--- src/rtl/acq_sequencer.sv ---
// rtl/acq_sequencer.sv - ADC acquisition sequencer: decimation, edge trigger, circular pre/post capture
module acq_sequencer #(
  parameter int ADDR_W   = 10,
  parameter int DATA_W   = 12,
  parameter int PRE_TRIG = 256,
  parameter int TO_SHIFT = 8
) (
  input  logic              clk,
  input  logic              rst,
  input  logic [DATA_W-1:0] adc_data,
  input  logic              adc_valid,
  input  logic [11:0]       count_adc,
  input  logic [11:0]       trigger,
  input  logic [11:0]       trig_clk,
  input  logic              run,
  input  logic              frame_ack,
  output logic              wr_en,
  output logic [ADDR_W-1:0] wr_addr,
  output logic [DATA_W-1:0] wr_data,
  output logic              frame_ready,
  output logic [ADDR_W-1:0] start_addr,
  output logic              auto_trig,
  output logic              busy
);
  localparam int DEPTH  = 1 << ADDR_W;
  localparam int POST_N = DEPTH - PRE_TRIG;
  // wide enough for trig_clk << TO_SHIFT, so a saturated counter always meets the limit
  localparam int TO_W   = 12 + TO_SHIFT;
  localparam logic [ADDR_W-1:0] PRE_LAST  = ADDR_W'(PRE_TRIG - 1);
  localparam logic [ADDR_W-1:0] POST_LAST = ADDR_W'(POST_N - 1);
  localparam logic [ADDR_W-1:0] PRE_OFS   = ADDR_W'(PRE_TRIG);

  typedef enum logic [2:0] {
    S_IDLE,
    S_PRETRIG,
    S_ARMED,
    S_POSTTRIG,
    S_DONE
  } state_t;

  state_t            state_q, state_d;
  logic [ADDR_W-1:0] ptr_q, ptr_d;
  logic [ADDR_W-1:0] pre_cnt_q, pre_cnt_d;
  logic [ADDR_W-1:0] post_cnt_q, post_cnt_d;
  logic [ADDR_W-1:0] wr_addr_q, wr_addr_d;
  logic [ADDR_W-1:0] start_addr_q, start_addr_d;
  logic [TO_W-1:0]   to_cnt_q, to_cnt_d;
  logic [11:0]       dec_cnt_q, dec_cnt_d;
  logic [11:0]       n_q, n_d;
  logic [DATA_W-1:0] prev_q, prev_d;
  logic [DATA_W-1:0] wr_data_q, wr_data_d;
  logic              wr_en_q, wr_en_d;
  logic              frame_ready_q, frame_ready_d;
  logic              auto_trig_q, auto_trig_d;
  logic              busy_q, busy_d;

  logic              active;
  logic              dec_hit;
  logic              strobe;
  logic              level_hit;
  logic              timeout;
  logic              go_pretrig;
  logic [DATA_W-1:0] trig_lvl;
  logic [TO_W-1:0]   to_limit;

  assign trig_lvl  = DATA_W'(trigger);
  assign to_limit  = TO_W'(trig_clk) << TO_SHIFT;
  assign active    = (state_q == S_PRETRIG) || (state_q == S_ARMED) || (state_q == S_POSTTRIG);
  assign dec_hit   = (dec_cnt_q == n_q - 12'd1);
  assign strobe    = active && adc_valid && dec_hit;
  // PRETRIG always loads prev_q before ARMED, so the level test never sees the reset value
  assign level_hit = (prev_q < trig_lvl) && (adc_data >= trig_lvl);
  assign timeout   = (trig_clk != 12'd0) && (to_cnt_q >= to_limit);

  // next-state and next-output computation for the capture sequencer
  always_comb begin
    state_d       = state_q;
    ptr_d         = ptr_q;
    pre_cnt_d     = pre_cnt_q;
    post_cnt_d    = post_cnt_q;
    wr_addr_d     = wr_addr_q;
    start_addr_d  = start_addr_q;
    to_cnt_d      = to_cnt_q;
    dec_cnt_d     = dec_cnt_q;
    n_d           = n_q;
    prev_d        = prev_q;
    wr_data_d     = wr_data_q;
    wr_en_d       = 1'b0;
    frame_ready_d = frame_ready_q;
    auto_trig_d   = auto_trig_q;
    go_pretrig    = 1'b0;

    if (active && adc_valid) begin
      dec_cnt_d = dec_hit ? 12'd0 : dec_cnt_q + 12'd1;
    end

    if (strobe) begin
      wr_en_d   = 1'b1;
      wr_addr_d = ptr_q;
      wr_data_d = adc_data;
      ptr_d     = ptr_q + ADDR_W'(1);
      prev_d    = adc_data;
    end

    unique case (state_q)
      S_IDLE: begin
        if (run) go_pretrig = 1'b1;
      end
      S_PRETRIG: begin
        if (strobe) begin
          pre_cnt_d = pre_cnt_q + ADDR_W'(1);
          if (pre_cnt_q == PRE_LAST) state_d = S_ARMED;
        end
      end
      S_ARMED: begin
        if (to_cnt_q != '1) to_cnt_d = to_cnt_q + TO_W'(1);
        // the trigger sample itself is the first post-trigger sample
        if (strobe && (level_hit || timeout)) begin
          start_addr_d = ptr_q - PRE_OFS;
          auto_trig_d  = ~level_hit;
          post_cnt_d   = ADDR_W'(1);
          if (POST_N == 1) begin
            state_d       = S_DONE;
            frame_ready_d = 1'b1;
          end else begin
            state_d = S_POSTTRIG;
          end
        end
      end
      S_POSTTRIG: begin
        if (strobe) begin
          post_cnt_d = post_cnt_q + ADDR_W'(1);
          if (post_cnt_q == POST_LAST) begin
            state_d       = S_DONE;
            frame_ready_d = 1'b1;
          end
        end
      end
      S_DONE: begin
        if (frame_ack) begin
          frame_ready_d = 1'b0;
          if (run) go_pretrig = 1'b1;
          else     state_d    = S_IDLE;
        end
      end
      default: state_d = S_IDLE;
    endcase

    // every new frame starts from address 0 with a freshly latched decimation ratio
    if (go_pretrig) begin
      state_d     = S_PRETRIG;
      ptr_d       = '0;
      pre_cnt_d   = '0;
      post_cnt_d  = '0;
      to_cnt_d    = '0;
      dec_cnt_d   = 12'd0;
      auto_trig_d = 1'b0;
      n_d         = (count_adc == 12'd0) ? 12'd1 : count_adc;
    end

    busy_d = (state_d != S_IDLE);
  end

  // state and registered outputs, synchronous active-low reset
  always_ff @(posedge clk) begin
    if (!rst) begin
      state_q       <= S_IDLE;
      ptr_q         <= '0;
      pre_cnt_q     <= '0;
      post_cnt_q    <= '0;
      wr_addr_q     <= '0;
      start_addr_q  <= '0;
      to_cnt_q      <= '0;
      dec_cnt_q     <= 12'd0;
      n_q           <= 12'd1;
      prev_q        <= '0;
      wr_data_q     <= '0;
      wr_en_q       <= 1'b0;
      frame_ready_q <= 1'b0;
      auto_trig_q   <= 1'b0;
      busy_q        <= 1'b0;
    end else begin
      state_q       <= state_d;
      ptr_q         <= ptr_d;
      pre_cnt_q     <= pre_cnt_d;
      post_cnt_q    <= post_cnt_d;
      wr_addr_q     <= wr_addr_d;
      start_addr_q  <= start_addr_d;
      to_cnt_q      <= to_cnt_d;
      dec_cnt_q     <= dec_cnt_d;
      n_q           <= n_d;
      prev_q        <= prev_d;
      wr_data_q     <= wr_data_d;
      wr_en_q       <= wr_en_d;
      frame_ready_q <= frame_ready_d;
      auto_trig_q   <= auto_trig_d;
      busy_q        <= busy_d;
    end
  end

  assign wr_en       = wr_en_q;
  assign wr_addr     = wr_addr_q;
  assign wr_data     = wr_data_q;
  assign frame_ready = frame_ready_q;
  assign start_addr  = start_addr_q;
  assign auto_trig   = auto_trig_q;
  assign busy        = busy_q;

endmodule
--- config.mk ---
export PLATFORM = sky130hd
export DESIGN_NAME = acq_sequencer
export DESIGN_NICKNAME = d
export VERILOG_FILES = /design/src/rtl/acq_sequencer.sv
export SDC_FILE = /design/constraint.sdc
export NUM_CORES = 1
export LEC_CHECK = 0
export ABC_AREA = 0
export BUFFER_PORTS_ARGS = -buffer_cell sky130_fd_sc_hd__buf_2
export CAP_MARGIN = 40
export CORE_ASPECT_RATIO = 1.1
export CORE_MARGIN = 4
export CORE_UTILIZATION = 58
export DETAILED_ROUTE_END_ITERATION = 7
export GPL_TIMING_DRIVEN = 0
export PLACE_DENSITY = 0.81
export REMOVE_ABC_BUFFERS = 1
export SLEW_MARGIN = 20
export SYNTH_ARGS = -nofsm -noshare
export SYNTH_HDL_FRONTEND = slang
export SYNTH_SLANG_ARGS = --single-unit
--- constraint.sdc ---
create_clock -name clk -period 4.14 [get_ports clk]
set_input_delay 1.242 -clock clk [delete_from_list [all_inputs] [get_ports clk]]
set_output_delay 1.242 -clock clk [all_outputs]
set_load 0.02 [all_outputs]
## After elaboration in Yosys (flattened, before gate mapping)

Cells that the tools add are included.

| cells by class | value |
|---|---|
| $add $sub $neg | 7 |
| eq/ne operators | 12 |
| $lt $le $gt $ge | 3 |
| bitwise gates (word level) | 2 |
| muxes and demuxes | 22 |
| reduce and logical (&&, ||, !) cells | 20 |

Operators by type and width:

| operator | number |
|---|---|
| $add 10x1->10 const B | 3 |
| $mux 12 | 2 |
| $mux 3 | 8 |
| $add 20x1->20 const B | 1 |
| $ge 20x20->1 | 1 |
| $mux 10 | 2 |
| $ne 20x20->1 const B | 1 |
| $pmux 10 s2 | 1 |
| $pmux 3 s5 | 1 |
| $add 12x1->12 const B | 1 |
| $eq 12x12->1 | 1 |
| $ge 12x12->1 | 1 |
| $logic_not 12->1 | 1 |
| $lt 12x12->1 | 1 |
| $reduce_bool 12->1 | 1 |
| $sub 12x1->12 const B | 1 |
| $eq 10x10->1 const B | 1 |
| $eq 10x8->1 const B | 1 |
| $sub 10x9->10 const B | 1 |
| $eq 3x2->1 const B | 2 |
| $mux 1 | 6 |
| $reduce_and 2->1 | 3 |
| $logic_and 1x1->1 | 5 |
| $ne 2x1->1 const B | 2 |
| other kinds (12) | 18 |

| storage, ports and cells | value |
|---|---|
| word-level logic and storage cells | 80 |
| output and inout bits | 36 |
| register bits | 113 |
| input port bits | 53 |

## Longest topological paths before layout

Gate-level depths: netlist of the first run.

| logic depth | value |
|---|---|
| depth in word-level cells | 10 |
| depth in mapped cells | 12 |
| depth with buffers taken out | 9 |

## Worst setup path after synthesis of the first run

Ideal clock, no wire load.

| path | value |
|---|---|
| kind | input port to flip-flop |
| start | in adc_data[0] |
| end | reg post_cnt_q[0] |
| arrival time | 3.572 ns |
| required time | 4.025 ns |
| stages | 10 |
| library setup time | 0.115 ns |
| path slack | 0.454 ns |
| buffers on the path | 1 |
| cells stage by stage | inv_1 > ha_1 > nand2b_1 > a2111oi_0 > a2111oi_0 > or4_1 > a211oi_1 > clkbuf_1 > nor3_1 > o21a_1 |

| between the ends | value |
|---|---|
| word-level cells in the longest chain between the ends | 6 |

RTL lines:

| item | RTL line | RTL |
|---|---|---|
| from (decl) | 10 | `input logic [DATA_W-1:0] adc_data,` |
| $ge 12x12->1 | 72 | `assign level_hit = (prev_q < trig_lvl) && (adc_data >= trig_lvl);` |
| $logic_and 1x1->1 | 72 |  |
| $logic_or 1x1->1 | 118 | `if (strobe && (level_hit \|\| timeout)) begin` |
| $logic_and 1x1->1 | 118 |  |
| $ne 2x1->1 (no source line) | - |  |
| $reduce_and 3->1 (no source line) | - |  |
| to (signal assigned) | 186 | `post_cnt_q <= post_cnt_d;` |
| to (decl) | 44 | `logic [ADDR_W-1:0] post_cnt_q, post_cnt_d;` |

Every way passes these cells.
A chain may end at the register's enable or synchronous reset.

## Final worst setup path of the first run

| path | value |
|---|---|
| start | in trigger[0] |
| end | reg post_cnt_q[8] |

| between the ends | value |
|---|---|
| word-level cells in the longest chain between the ends | 6 |
| elaborated cells on any way between the ends | 7 |
| classes of those cells | 2 x order compare; 1 x eq/ne; 4 x reduce/logical |

RTL lines:

| item | RTL line | RTL |
|---|---|---|
| from (decl) | 13 | `input logic [11:0] trigger,` |
| $lt 12x12->1 / $ge 12x12->1 (equally long branches) | 72 |  |
| $logic_and 1x1->1 * | 72 |  |
| $logic_or 1x1->1 * | 118 |  |
| $logic_and 1x1->1 * | 118 |  |
| $ne 2x1->1 (no source line) * | - |  |
| $reduce_and 3->1 (no source line) * | - |  |

Every way passes the cells marked *; elsewhere a longest branch is shown, timed or not.

==> results of run 1 <==
[metal layers]
metal  up-vias  wire length [µm]  track usage [%]
met2       171              7740             46.4
met4         0               456             11.0
met3        52               695             5.01
met5         -                 0                0
met1      2782              6130             27.2
li1       2841                 -                -
[where the power goes]
group	total, µW	internal [µW]	switching (µW)
Combinational	229	83.8	145
Sequential	1120	1100	17.0
Clock	1410	937	474
[synth_stat cells, types with 14 or more instances]
master                       n
sky130_fd_sc_hd__dfxtp_1   113
sky130_fd_sc_hd__nand2_1    97
sky130_fd_sc_hd__a21oi_1    79
sky130_fd_sc_hd__nor2_1     60
sky130_fd_sc_hd__ha_1       42
sky130_fd_sc_hd__inv_1      38
sky130_fd_sc_hd__nand3_1    37
sky130_fd_sc_hd__xnor2_1    30
sky130_fd_sc_hd__clkbuf_1   26
sky130_fd_sc_hd__nand4_1    24
sky130_fd_sc_hd__o21ai_0    20
sky130_fd_sc_hd__xor2_1     19
sky130_fd_sc_hd__nor3_1     17
sky130_fd_sc_hd__and3_1     14
sky130_fd_sc_hd__or4_1      14
[cell families (layout without fill, tap and decap cells)]
family | count (synthesis) | in the layout
compound gates | 152 | 152
xor+xnor | 49 | 49
fa+ha+maj | 42 | 42
buf+inv | 69 | 159
flops | 113 | 113
mux | 3 | 3
simple gates | 325 | 325
[registers in the layout, summed over array words and instances (netlist names)]
| signal | flops |
|---|---|
| to_cnt_q | 20 |
| dec_cnt_q | 12 |
| n_q | 12 |
| wr_data | 12 |
| post_cnt_q | 10 |
| pre_cnt_q | 10 |
| ptr_q | 10 |
| start_addr | 10 |
| wr_addr | 10 |
| state_q | 3 |
| auto_trig | 1 |
| busy | 1 |
| frame_ready | 1 |
| wr_en | 1 |
[worst max-delay path: cells and delay by family]
family          cells  cell delay, ns
compound gates      5            1.94
fa+ha+maj           1            0.28
buf+inv             1            0.11
simple gates        2            0.67
[stage by stage]
stage / setup TNS (ns) / cells / power [µW]
finish: 0 / 986 / 2760
global route: 0 / 986 / 2840
CTS: 0 / 986 / 2770
detailed placement: -0.788 / 956 / 1360
global placement: -18.26 / 953 / 1340
floorplan: 0 / 722 / 1270
[cell type report]
| class | count | area [µm²] |
|---|---|---|
| Timing Repair Buffer | 91 | 475 |
| Clock inverter | 6 | 80.1 |
| Multi-Input combinational cell | 571 | 3580 |
| Inverter | 38 | 143 |
| Clock buffer | 24 | 492 |
| Fill cell | 844 | 3130 |
| Sequential cell | 113 | 2260 |
| Tap cell | 143 | 179 |
[worst paths after layout]
kind              cells after the start  slack [ns]                startpoint                          to
hold reg to reg                       2        0.44  frame_ready$_SDFFE_PN0P_    frame_ready$_SDFFE_PN0P_
setup reg to reg                      9        0.48       n_q[0]$_SDFFE_PN1P_  post_cnt_q[8]$_SDFFE_PP0P_
setup / recovery                      9        0.22                trigger[0]  post_cnt_q[8]$_SDFFE_PP0P_
hold / removal                        2        0.44  frame_ready$_SDFFE_PN0P_    frame_ready$_SDFFE_PN0P_
==> results.rst, run 1 <==
.. list-table::
   :header-rows: 1

   * - Metric
     - Value
   * - Headroom to the max-slew limit
     - 42.0%
   * - Post-route fraction of the period consumed by the critical path
     - 94.6%
   * - Iteration-0 DRC Markers
     - 341
   * - Cell type contributing the most total cell area after synthesis
     - sky130_fd_sc_hd__dfxtp_1
   * - DIE AREA
     - 12200 µm²
   * - Worst slack, placed
     - -0.109 ns
   * - Critical path type
     - primary input to register
   * - Average via count per standard cell
     - 5.93
   * - Area delta synth->final
     - 18.3%
   * - Starting density of the core
     - 58.9%
   * - Outcome
     - finished, final reports clean
   * - # rows
     - 39
   * - Tightest hold margin
     - 0.438 ns
   * - Kind of end point of the critical path
     - register
   * - Cells after synthesis
     - 753
   * - Cell Area, Synth
     - 6100 µm²
   * - Clock sink total
     - 113
   * - Max-capacitance violation count
     - 0
   * - Via count of the routed design
     - 5846
   * - Worst stage delay on the critical path
     - 0.72 ns
   * - Number of buffers inserted by post-CTS setup repair
     - 0
   * - Pin count of the biggest net entering global routing
     - 48
   * - P_leak
     - 0.00293 µW
   * - Final setup violating endpoints
     - 0
   * - Highest clock rate
     - 0.255 GHz
   * - Average footprint of a synthesized cell
     - 8.10 µm²
   * - Most used cells in the layout excluding fill and tap cells
     - 113 x sky130_fd_sc_hd__dfxtp_1, 96 x sky130_fd_sc_hd__nand2_1, 88 x sky130_fd_sc_hd__buf_2
   * - Primary flip-flop cell chosen by synthesis mapping
     - sky130_fd_sc_hd__dfxtp_1
   * - Inserted Diodes
     - 0
   * - Number of buffers between clock root and the deepest sink
     - 2
   * - Min-delay worst type
     - register to register
   * - Final ANT Viol Nets
     - 0
   * - Worst endpoint data arrival time
     - 4.25 ns
   * - Required time worst endpoint
     - 4.47 ns
   * - Power density cells
     - 382 nW/µm²
   * - CTS tree
     - yes
   * - Number of antenna violations at the first check in global routing
     - 0
   * - Total routing usage reported by global routing
     - 24.8%
   * - XOR/XNOR share of the synthesized area
     - 7.04%
   * - DR pass1 iterations
     - 5
   * - RSZ-0062 raised after global routing
     - false
   * - Category of the worst setup path launch point
     - primary input
   * - Main combinational cell family by area after synthesis
     - simple AND/OR/NAND/NOR gates
   * - Estimated wirelength of the detail-placed design
     - 10.4 mm
   * - Global placement routability congestion
     - 0.890
   * - Total length of routed wires
     - 15.0 mm
   * - Area share of the leading cell type in the synthesized netlist
     - 37.1%
   * - Share of layout cells above drive strength 1
     - 15.8%
   * - Chip width
     - 106 µm
   * - Critical-path maximum fanout
     - 12
   * - Placed Instance Area
     - 6640 µm²
   * - Cts repair resizes
     - 0
   * - Count of flip-flops with a built-in enable after synthesis
     - 0
   * - Simple-gate share of the synthesized area
     - 27.5%
   * - Final hold violations
     - 0
   * - Clock Latency Late Sink
     - 0.41 ns
   * - DRC violation count after routing
     - 0
   * - Final nets
     - 927
   * - Most common cell after layout, fill and taps aside
     - sky130_fd_sc_hd__dfxtp_1
   * - Clock tree root buffer cell
     - sky130_fd_sc_hd__clkbuf_16
   * - Ranking of synthesized cells by area
     - sky130_fd_sc_hd__dfxtp_1 37%, sky130_fd_sc_hd__ha_1 8.6%, sky130_fd_sc_hd__a21oi_1 6.5%
   * - Cell chain of the critical path
     - buf_2, ha_1, nand2b_1, a2111oi_0, a2111oi_0, or4_1, a21oi_1, o21ai_1, a21oi_1
   * - Minimum clock period after layout
     - 3.92 ns
   * - Utilization after layout
     - 69.7%
   * - Wire length of the first global-routing pass
     - 25.0 mm
   * - Fraction of the yosys area taken by sequential cells
     - 37.1%
   * - Synth async-reset ratio
     - 0%
   * - Adder-cell share of the synthesized area
     - 8.62%
   * - Global route total overflow
     - 0
   * - Actual transition at the worst max-transition pin
     - 0.861 ns
   * - Vias in the first global route
     - 5762
   * - Worst vdd rail ir drop
     - 0.274 mV
   * - Die Span Y
     - 116 µm
   * - Standard cell with the maximum stage delay on the critical path
     - sky130_fd_sc_hd__a21oi_1
   * - Portion of netlist area occupied by mux cells
     - 0.493%
   * - Core area
     - 10300 µm²
   * - DR WL/cell
     - 15.2 µm
   * - Number of buffers created by CTS
     - 17
   * - Unique masters post-synth
     - 57
   * - Number of buffer cells added on primary ports
     - 88
   * - Complex-gate fraction of the synthesized area
     - 14.9%
   * - Total number of H-tree levels
     - 4
   * - Yosys warnings
     - 0
   * - Number of max-slew violations in the final report
     - 0
   * - Hold Buf Count CTS
     - 0
   * - Final instance area
     - 7210 µm²
   * - Clock slew at the register clock pins of the worst setup and hold paths
     - 0.05 ns
   * - Post-synthesis sequential element count
     - 113
   * - Top-Level Pins
     - 89
   * - Worst Skew
     - 0.00743 ns
   * - Smallest setup slack after layout
     - 0.222 ns
Power figures use the tool's default switching activity.
==> inputs of run 2 (changes only) <==
- CORE_UTILIZATION: 58 -> 45
- PLACE_DENSITY: 0.81 -> 0.65
==> results.rst, run 2 (synthesized netlist as in run 1, its figures left out) <==
.. list-table::
   :header-rows: 1

   * - Metric
     - Value
   * - Outcome
     - finished, final reports clean
   * - Reg-to-Reg End
     - post_cnt_q[5]$_SDFFE_PP0P_
   * - DIE AREA
     - 15500 µm² (+27%)
   * - Kind of end point of the critical path
     - register
   * - FF-to-FF path depth
     - 9 (unchanged)
   * - Worst vdd rail ir drop
     - 0.265 mV (-3.2%)
   * - Final setup violating endpoints
     - 0 (unchanged)
   * - Worst slack, placed
     - -0.176 ns (-0.0673 ns)
   * - Total routing usage reported by global routing
     - 19.7% (-5.0 points)
   * - Hold worst-path end
     - wr_addr[9]$_SDFFE_PN0N_
   * - Category of the worst setup path launch point
     - primary input
   * - Number of buffers between clock root and the deepest sink
     - 2 (unchanged)
   * - Average via count per standard cell
     - 5.61 (-5.4%)
   * - P_leak
     - 0.00294 µW (+0.49%)
   * - Final hold violations
     - 0 (unchanged)
   * - Clock sink total
     - 113 (unchanged)
   * - Required time worst endpoint
     - 4.48 ns (about the same)
   * - Clock slew at the register clock pins of the worst setup and hold paths
     - 0.05 ns (about the same)
   * - Total number of H-tree levels
     - 4 (unchanged)
   * - Number of buffer cells added on primary ports
     - 88 (unchanged)
   * - DR pass1 iterations
     - 4 (-1)
   * - Number of buffers created by CTS
     - 17 (unchanged)
   * - Number of antenna violations at the first check in global routing
     - 0 (unchanged)
   * - Clock tree root buffer cell
     - sky130_fd_sc_hd__clkbuf_16
   * - Starting density of the core
     - 46.1% (-13 points)
   * - CTS tree
     - yes
   * - Critical path type
     - primary input to register
   * - Global route total overflow
     - 0 (unchanged)
   * - Top register by number of flip-flops
     - to_cnt_q
   * - Headroom to the max-slew limit
     - 46.0% (+4.0 points)
   * - Estimated wirelength of the detail-placed design
     - 10.7 mm (+2.8%)
   * - Inserted Diodes
     - 0 (unchanged)
   * - Final ANT Viol Nets
     - 0 (unchanged)
   * - Overall power consumption
     - 2880 µW (+4.4%)
   * - Pin count of the biggest net entering global routing
     - 40 (-17%)
   * - Worst Skew
     - 0.0111 ns (+0.00366 ns)
   * - Final instance area
     - 7300 µm² (+1.2%)
   * - Final nets
     - 927 (unchanged)
   * - DR WL/cell
     - 14.8 µm (-2.7%)
   * - RSZ-0062 raised after global routing
     - false
   * - Min-delay worst type
     - register to register
   * - Global placement routability congestion
     - 0.844 (-5.1%)
   * - Actual transition at the worst max-transition pin
     - 0.807 ns (-0.0543 ns)
   * - Most common cell after layout, fill and taps aside
     - sky130_fd_sc_hd__dfxtp_1
   * - Via count of the routed design
     - 5645 (-3.4%)
   * - Post-route fraction of the period consumed by the critical path
     - 89.8% (-4.8 points)
   * - Hold Buf Count CTS
     - 0 (unchanged)
   * - # rows
     - 44 (+13%)
   * - Wire length of the first global-routing pass
     - 25.1 mm (+0.25%)
   * - Share of layout cells above drive strength 1
     - 16.1% (+0.32 points)
   * - Power density cells
     - 395 nW/µm² (+3.2%)
   * - Area delta synth->final
     - 19.7%
   * - Vias in the first global route
     - 5484 (-4.8%)
   * - Core area
     - 13200 µm² (+28%)
   * - Number of max-slew violations in the final report
     - 0 (unchanged)
   * - Clock Latency Late Sink
     - 0.42 ns (about the same)
   * - Minimum clock period after layout
     - 3.72 ns (-0.199 ns)
   * - Smallest setup slack after layout
     - 0.422 ns (+0.199 ns)
   * - Final TNS setup
     - 0 ns (unchanged)
   * - DRC violation count after routing
     - 0 (unchanged)
   * - Die Span Y
     - 130 µm (+13%)
   * - Total length of routed wires
     - 14.9 mm (-0.73%)
   * - Start of the worst register-to-register path
     - n_q[0]$_SDFFE_PN1P_
   * - Worst endpoint data arrival time
     - 4.06 ns (-0.19 ns)
   * - Max-capacitance violation count
     - 0 (unchanged)
   * - Iteration-0 DRC Markers
     - 278 (-18%)
   * - Placed Instance Area
     - 6670 µm² (+0.45%)
   * - Highest clock rate
     - 0.269 GHz (+5.4%)
   * - Flop-to-flop setup slack
     - 0.49 ns (about the same)
   * - Startpoint of the most critical hold path
     - wr_addr[9]$_SDFFE_PN0N_
   * - Critical-path maximum fanout
     - 12 (unchanged)
   * - Most used cells in the layout excluding fill and tap cells
     - 113 x sky130_fd_sc_hd__dfxtp_1, 96 x sky130_fd_sc_hd__nand2_1, 88 x sky130_fd_sc_hd__buf_2
   * - Number of cells on the worst hold path
     - 2 (unchanged)
   * - Max FFs per register
     - 20 (unchanged)
   * - Chip width
     - 119 µm (+13%)
   * - Top-Level Pins
     - 89 (unchanged)
run 2: cell count changes in the layout (fill, tap and decap cells not counted):
cell,change
sky130_fd_sc_hd__clkinvlp_4,+3
sky130_fd_sc_hd__bufinv_16,+2
sky130_fd_sc_hd__clkbuf_8,-2
sky130_fd_sc_hd__a21oi_1,-1
sky130_fd_sc_hd__a21oi_2,+1
sky130_fd_sc_hd__buf_12,-1
sky130_fd_sc_hd__buf_16,+1
sky130_fd_sc_hd__clkinv_2,-1
run 2: through the flow:
step / utilization [%] / hold WS (ns) / cells
3_5_place_dp: 50.5 / 0.441 / 974
4_1_cts: 55.2 / 0.448 / 1006
2_1_floorplan: - / 0.448 / 722
6_report: 55.2 / 0.449 / 1006
3_3_place_gp: 50.0 / 0.430 / 971
5_1_grt: 55.2 / 0.465 / 1006
run 2: power breakdown:
group          total, µW  switching [µW]  internal, µW  leakage (µW)
Clock               1540             503          1030      0.000296
Sequential          1120            15.7          1100      0.000912
Combinational        228             144          84.6       0.00173
Total               2880             663          2220       0.00294
run 2: critical path, cell delays in order:
cell and delay (ns):
sky130_fd_sc_hd__buf_2 0.11, sky130_fd_sc_hd__ha_1 0.28, sky130_fd_sc_hd__nand2b_1 0.15, sky130_fd_sc_hd__a2111oi_0 0.51
sky130_fd_sc_hd__a2111oi_0 0.14, sky130_fd_sc_hd__or4_1 0.55, sky130_fd_sc_hd__a21oi_2 0.49, sky130_fd_sc_hd__o21ai_1 0.36
sky130_fd_sc_hd__a21oi_1 0.23
run 2: final cells by class:
cell class | count | area (µm²)
flip-flops and latches | 113 | 2260
fillers | 1246 | 5920
multi-input cells | 571 | 3580
repair buffers | 91 | 483
well taps | 161 | 201
clock buffers | 22 | 464
clock inverters | 10 | 158
inverters | 38 | 143
run 2: routing by layer:
layer	GRT usage (%)	up-vias	routed length, µm
met5	0	-	0
met4	6.95	0	236
met3	5.07	20	575
met2	35.2	103	7480
met1	23.1	2665	6620
li1	-	2857	-
run 2: worst max path at each step:
| stage | slack, ns | start | depth (start not counted) | to |
|---|---|---|---|---|
| 2_1_floorplan | 0.22 | adc_data[0] | 9 | post_cnt_q[0]$_SDFFE_PP0P_ |
| 5_1_grt | 0.25 | trigger[0] | 9 | post_cnt_q[5]$_SDFFE_PP0P_ |
| 3_5_place_dp | -0.18 | trigger[0] | 9 | post_cnt_q[9]$_SDFFE_PP0P_ |
| 4_1_cts | 0.23 | trigger[0] | 9 | post_cnt_q[5]$_SDFFE_PP0P_ |
| 3_3_place_gp | -0.82 | n_q[0]$_SDFFE_PN1P_ | 9 | dec_cnt_q[1]$_SDFFE_PP0P_ |
| 6_report | 0.42 | trigger[0] | 9 | post_cnt_q[5]$_SDFFE_PP0P_ |
run 2: timing repair:
| item | 4_1_cts | 5_1_grt |
|---|---|---|
| endpoints found under the setup margin | 0 | 8 |
| gates resized for setup | 0 | 1 |
| setup buffers | 0 | 0 |
==> inputs of run 3 (changes only) <==
- CELL_PAD_IN_SITES_DETAIL_PLACEMENT: default -> 1
- CELL_PAD_IN_SITES_GLOBAL_PLACEMENT: default -> 2
- CORE_UTILIZATION: 45 -> 34
- PLACE_DENSITY: 0.65 -> default
- PLACE_DENSITY_LB_ADDON: default -> 0.1
==> results.rst, run 3 (synthesized netlist as in run 1, its figures left out) <==
.. list-table::
   :header-rows: 1

   * - Metric
     - Value
   * - Global route total overflow
     - 0 (unchanged)
   * - DRC violation count after routing
     - 0 (unchanged)
   * - Min-delay worst type
     - register to register
   * - Cts repair resizes
     - 0 (unchanged)
   * - Final setup violating endpoints
     - 0 (unchanged)
   * - Die Span Y
     - 148 µm (+14%)
   * - Vias in the first global route
     - 6125 (+12%)
   * - P_leak
     - 0.00300 µW (+2.0%)
   * - Power density cells
     - 392 nW/µm² (-0.79%)
   * - Pin count of the biggest net entering global routing
     - 28 (-30%)
   * - Worst endpoint data arrival time
     - 4.07 ns (about the same)
   * - Total length of routed wires
     - 17.9 mm (+20%)
   * - Critical-path maximum fanout
     - 8 (-4)
   * - # rows
     - 51 (+16%)
   * - DR WL/cell
     - 16.5 µm (+11%)
   * - Estimated wirelength of the detail-placed design
     - 13.4 mm (+25%)
   * - Global placement routability congestion
     - 0.770 (-8.8%)
   * - Starting density of the core
     - 34.5% (-12 points)
   * - Average via count per standard cell
     - 5.32 (-5.2%)
   * - Max FFs per register
     - 20 (unchanged)
   * - Clock sink total
     - 113 (unchanged)
   * - Worst Skew
     - 0.00868 ns (-0.00241 ns)
   * - Actual transition at the worst max-transition pin
     - 0.807 ns (-0.000269 ns)
   * - Post-layout instance count excluding filler cells
     - 1089 (+8.3%)
   * - Number of buffers inserted by post-CTS setup repair
     - 0 (unchanged)
   * - Core area
     - 17700 µm² (+34%)
   * - Total number of H-tree levels
     - 4 (unchanged)
   * - Utilization after layout
     - 42.4% (-13 points)
   * - Post-route fraction of the period consumed by the critical path
     - 91.9% (+2.1 points)
   * - Most used cells in the layout excluding fill and tap cells
     - 113 x sky130_fd_sc_hd__dfxtp_1, 96 x sky130_fd_sc_hd__nand2_1, 88 x sky130_fd_sc_hd__buf_2
   * - Critical path type
     - primary input to register
   * - Final ANT Viol Nets
     - 0 (unchanged)
   * - Share of layout cells above drive strength 1
     - 16.6% (+0.47 points)
   * - Headroom to the max-slew limit
     - 46.0% (about the same)
   * - Chip width
     - 136 µm (+14%)
   * - Minimum clock period after layout
     - 3.80 ns (+0.0863 ns)
   * - Number of buffer cells added on primary ports
     - 88 (unchanged)
   * - Via count of the routed design
     - 5794 (+2.6%)
   * - Number of antenna violations at the first check in global routing
     - 0 (unchanged)
   * - Outcome
     - finished, final reports clean
   * - Highest clock rate
     - 0.263 GHz (-2.3%)
   * - DIE AREA
     - 20100 µm² (+30%)
   * - Hold Buf Count CTS
     - 0 (unchanged)
   * - CTS tree
     - yes
   * - Required time worst endpoint
     - 4.41 ns (-0.07 ns)
   * - Top-Level Pins
     - 89 (unchanged)
   * - FF-to-FF path depth
     - 9 (unchanged)
   * - Clock Latency Late Sink
     - 0.42 ns (about the same)
   * - Area delta synth->final
     - 23.1%
   * - Total routing usage reported by global routing
     - 18.5% (-1.2 points)
   * - DR pass1 iterations
     - 4 (unchanged)
   * - Kind of end point of the critical path
     - register
   * - Clock tree root buffer cell
     - sky130_fd_sc_hd__clkbuf_16
   * - Number of cells on the worst hold path
     - 2 (unchanged)
   * - Number of buffers created by CTS
     - 17 (unchanged)
   * - Top register by number of flip-flops
     - to_cnt_q
   * - Worst vdd rail ir drop
     - 0.281 mV (+5.9%)
   * - Iteration-0 DRC Markers
     - 290 (+4.3%)
   * - Max-capacitance violation count
     - 0 (unchanged)
   * - Final hold violations
     - 0 (unchanged)
   * - Number of max-slew violations in the final report
     - 0 (unchanged)
   * - Final nets
     - 933 (+0.65%)
   * - Inserted Diodes
     - 0 (unchanged)
   * - Number of instances in the placed design
     - 1056 (+8.4%)
   * - Category of the worst setup path launch point
     - primary input
   * - Clock slew at the register clock pins of the worst setup and hold paths
     - 0.05 ns (about the same)
   * - Final instance area
     - 7500 µm² (+2.8%)
   * - Final TNS setup
     - 0 ns (unchanged)
   * - Most common cell after layout, fill and taps aside
     - sky130_fd_sc_hd__dfxtp_1
   * - Number of buffers between clock root and the deepest sink
     - 2 (unchanged)
   * - Placed Instance Area
     - 6860 µm² (+2.9%)
   * - RSZ-0062 raised after global routing
     - false
   * - Wire length of the first global-routing pass
     - 30.3 mm (+21%)
[run 3: area by class of cell]
cell class,instances,area [µm²]
Inverter,38,143
Tap cell,238,298
Multi-Input combinational cell,571,3580
Timing Repair Buffer,97,586
Clock buffer,23,478
Clock inverter,9,154
Sequential cell,113,2260
Fill cell,2155,10200
[run 3: worst max-delay path, cell delays in order]
cell and delay [ns]:
sky130_fd_sc_hd__buf_2 0.07, sky130_fd_sc_hd__inv_1 0.05, sky130_fd_sc_hd__ha_1 0.31, sky130_fd_sc_hd__a211o_1 0.29, sky130_fd_sc_hd__a31oi_1 0.19, sky130_fd_sc_hd__o31ai_1 0.12
sky130_fd_sc_hd__a221oi_1 0.61, sky130_fd_sc_hd__a21oi_1 0.31, sky130_fd_sc_hd__buf_4 0.25, sky130_fd_sc_hd__o21ai_1 0.54, sky130_fd_sc_hd__a21oi_1 0.09
[run 3: final timing paths]
kind / start / to / slack (ns)
min: wr_addr[5]$_SDFFE_PN0N_ / wr_addr[5]$_SDFFE_PN0N_ / 0.45
max: trigger[2] / post_cnt_q[4]$_SDFFE_PP0P_ / 0.34
min reg2reg: wr_addr[5]$_SDFFE_PN0N_ / wr_addr[5]$_SDFFE_PN0N_ / 0.45
max reg2reg: n_q[0]$_SDFFE_PN1P_ / post_cnt_q[4]$_SDFFE_PP0P_ / 0.39
[run 3: report_power, final]
part	internal, µW	total (µW)	switching (µW)
logic	92.5	245	153
clock network	1050	1580	523
registers	1100	1120	16.7
total	2250	2940	693
[run 3: through the flow]
stage | setup slack, ns | hold slack, ns | power (µW)
after floorplan | 0.218 | 0.448 | 1270
after global placement | -1.18 | 0.438 | 1360
after detailed placement | -0.0461 | 0.441 | 1390
after CTS | 0.373 | 0.448 | 2980
after global routing | 0.115 | 0.468 | 3070
final | 0.335 | 0.446 | 2940
[run 3: per-layer routing]
layer,track usage (%),part of all wire [%],routed length [µm]
met5,0,0,0
met4,6.96,2.2,386
met3,3.72,3.1,565
met2,32.2,51,9090
met1,22.5,44,7900
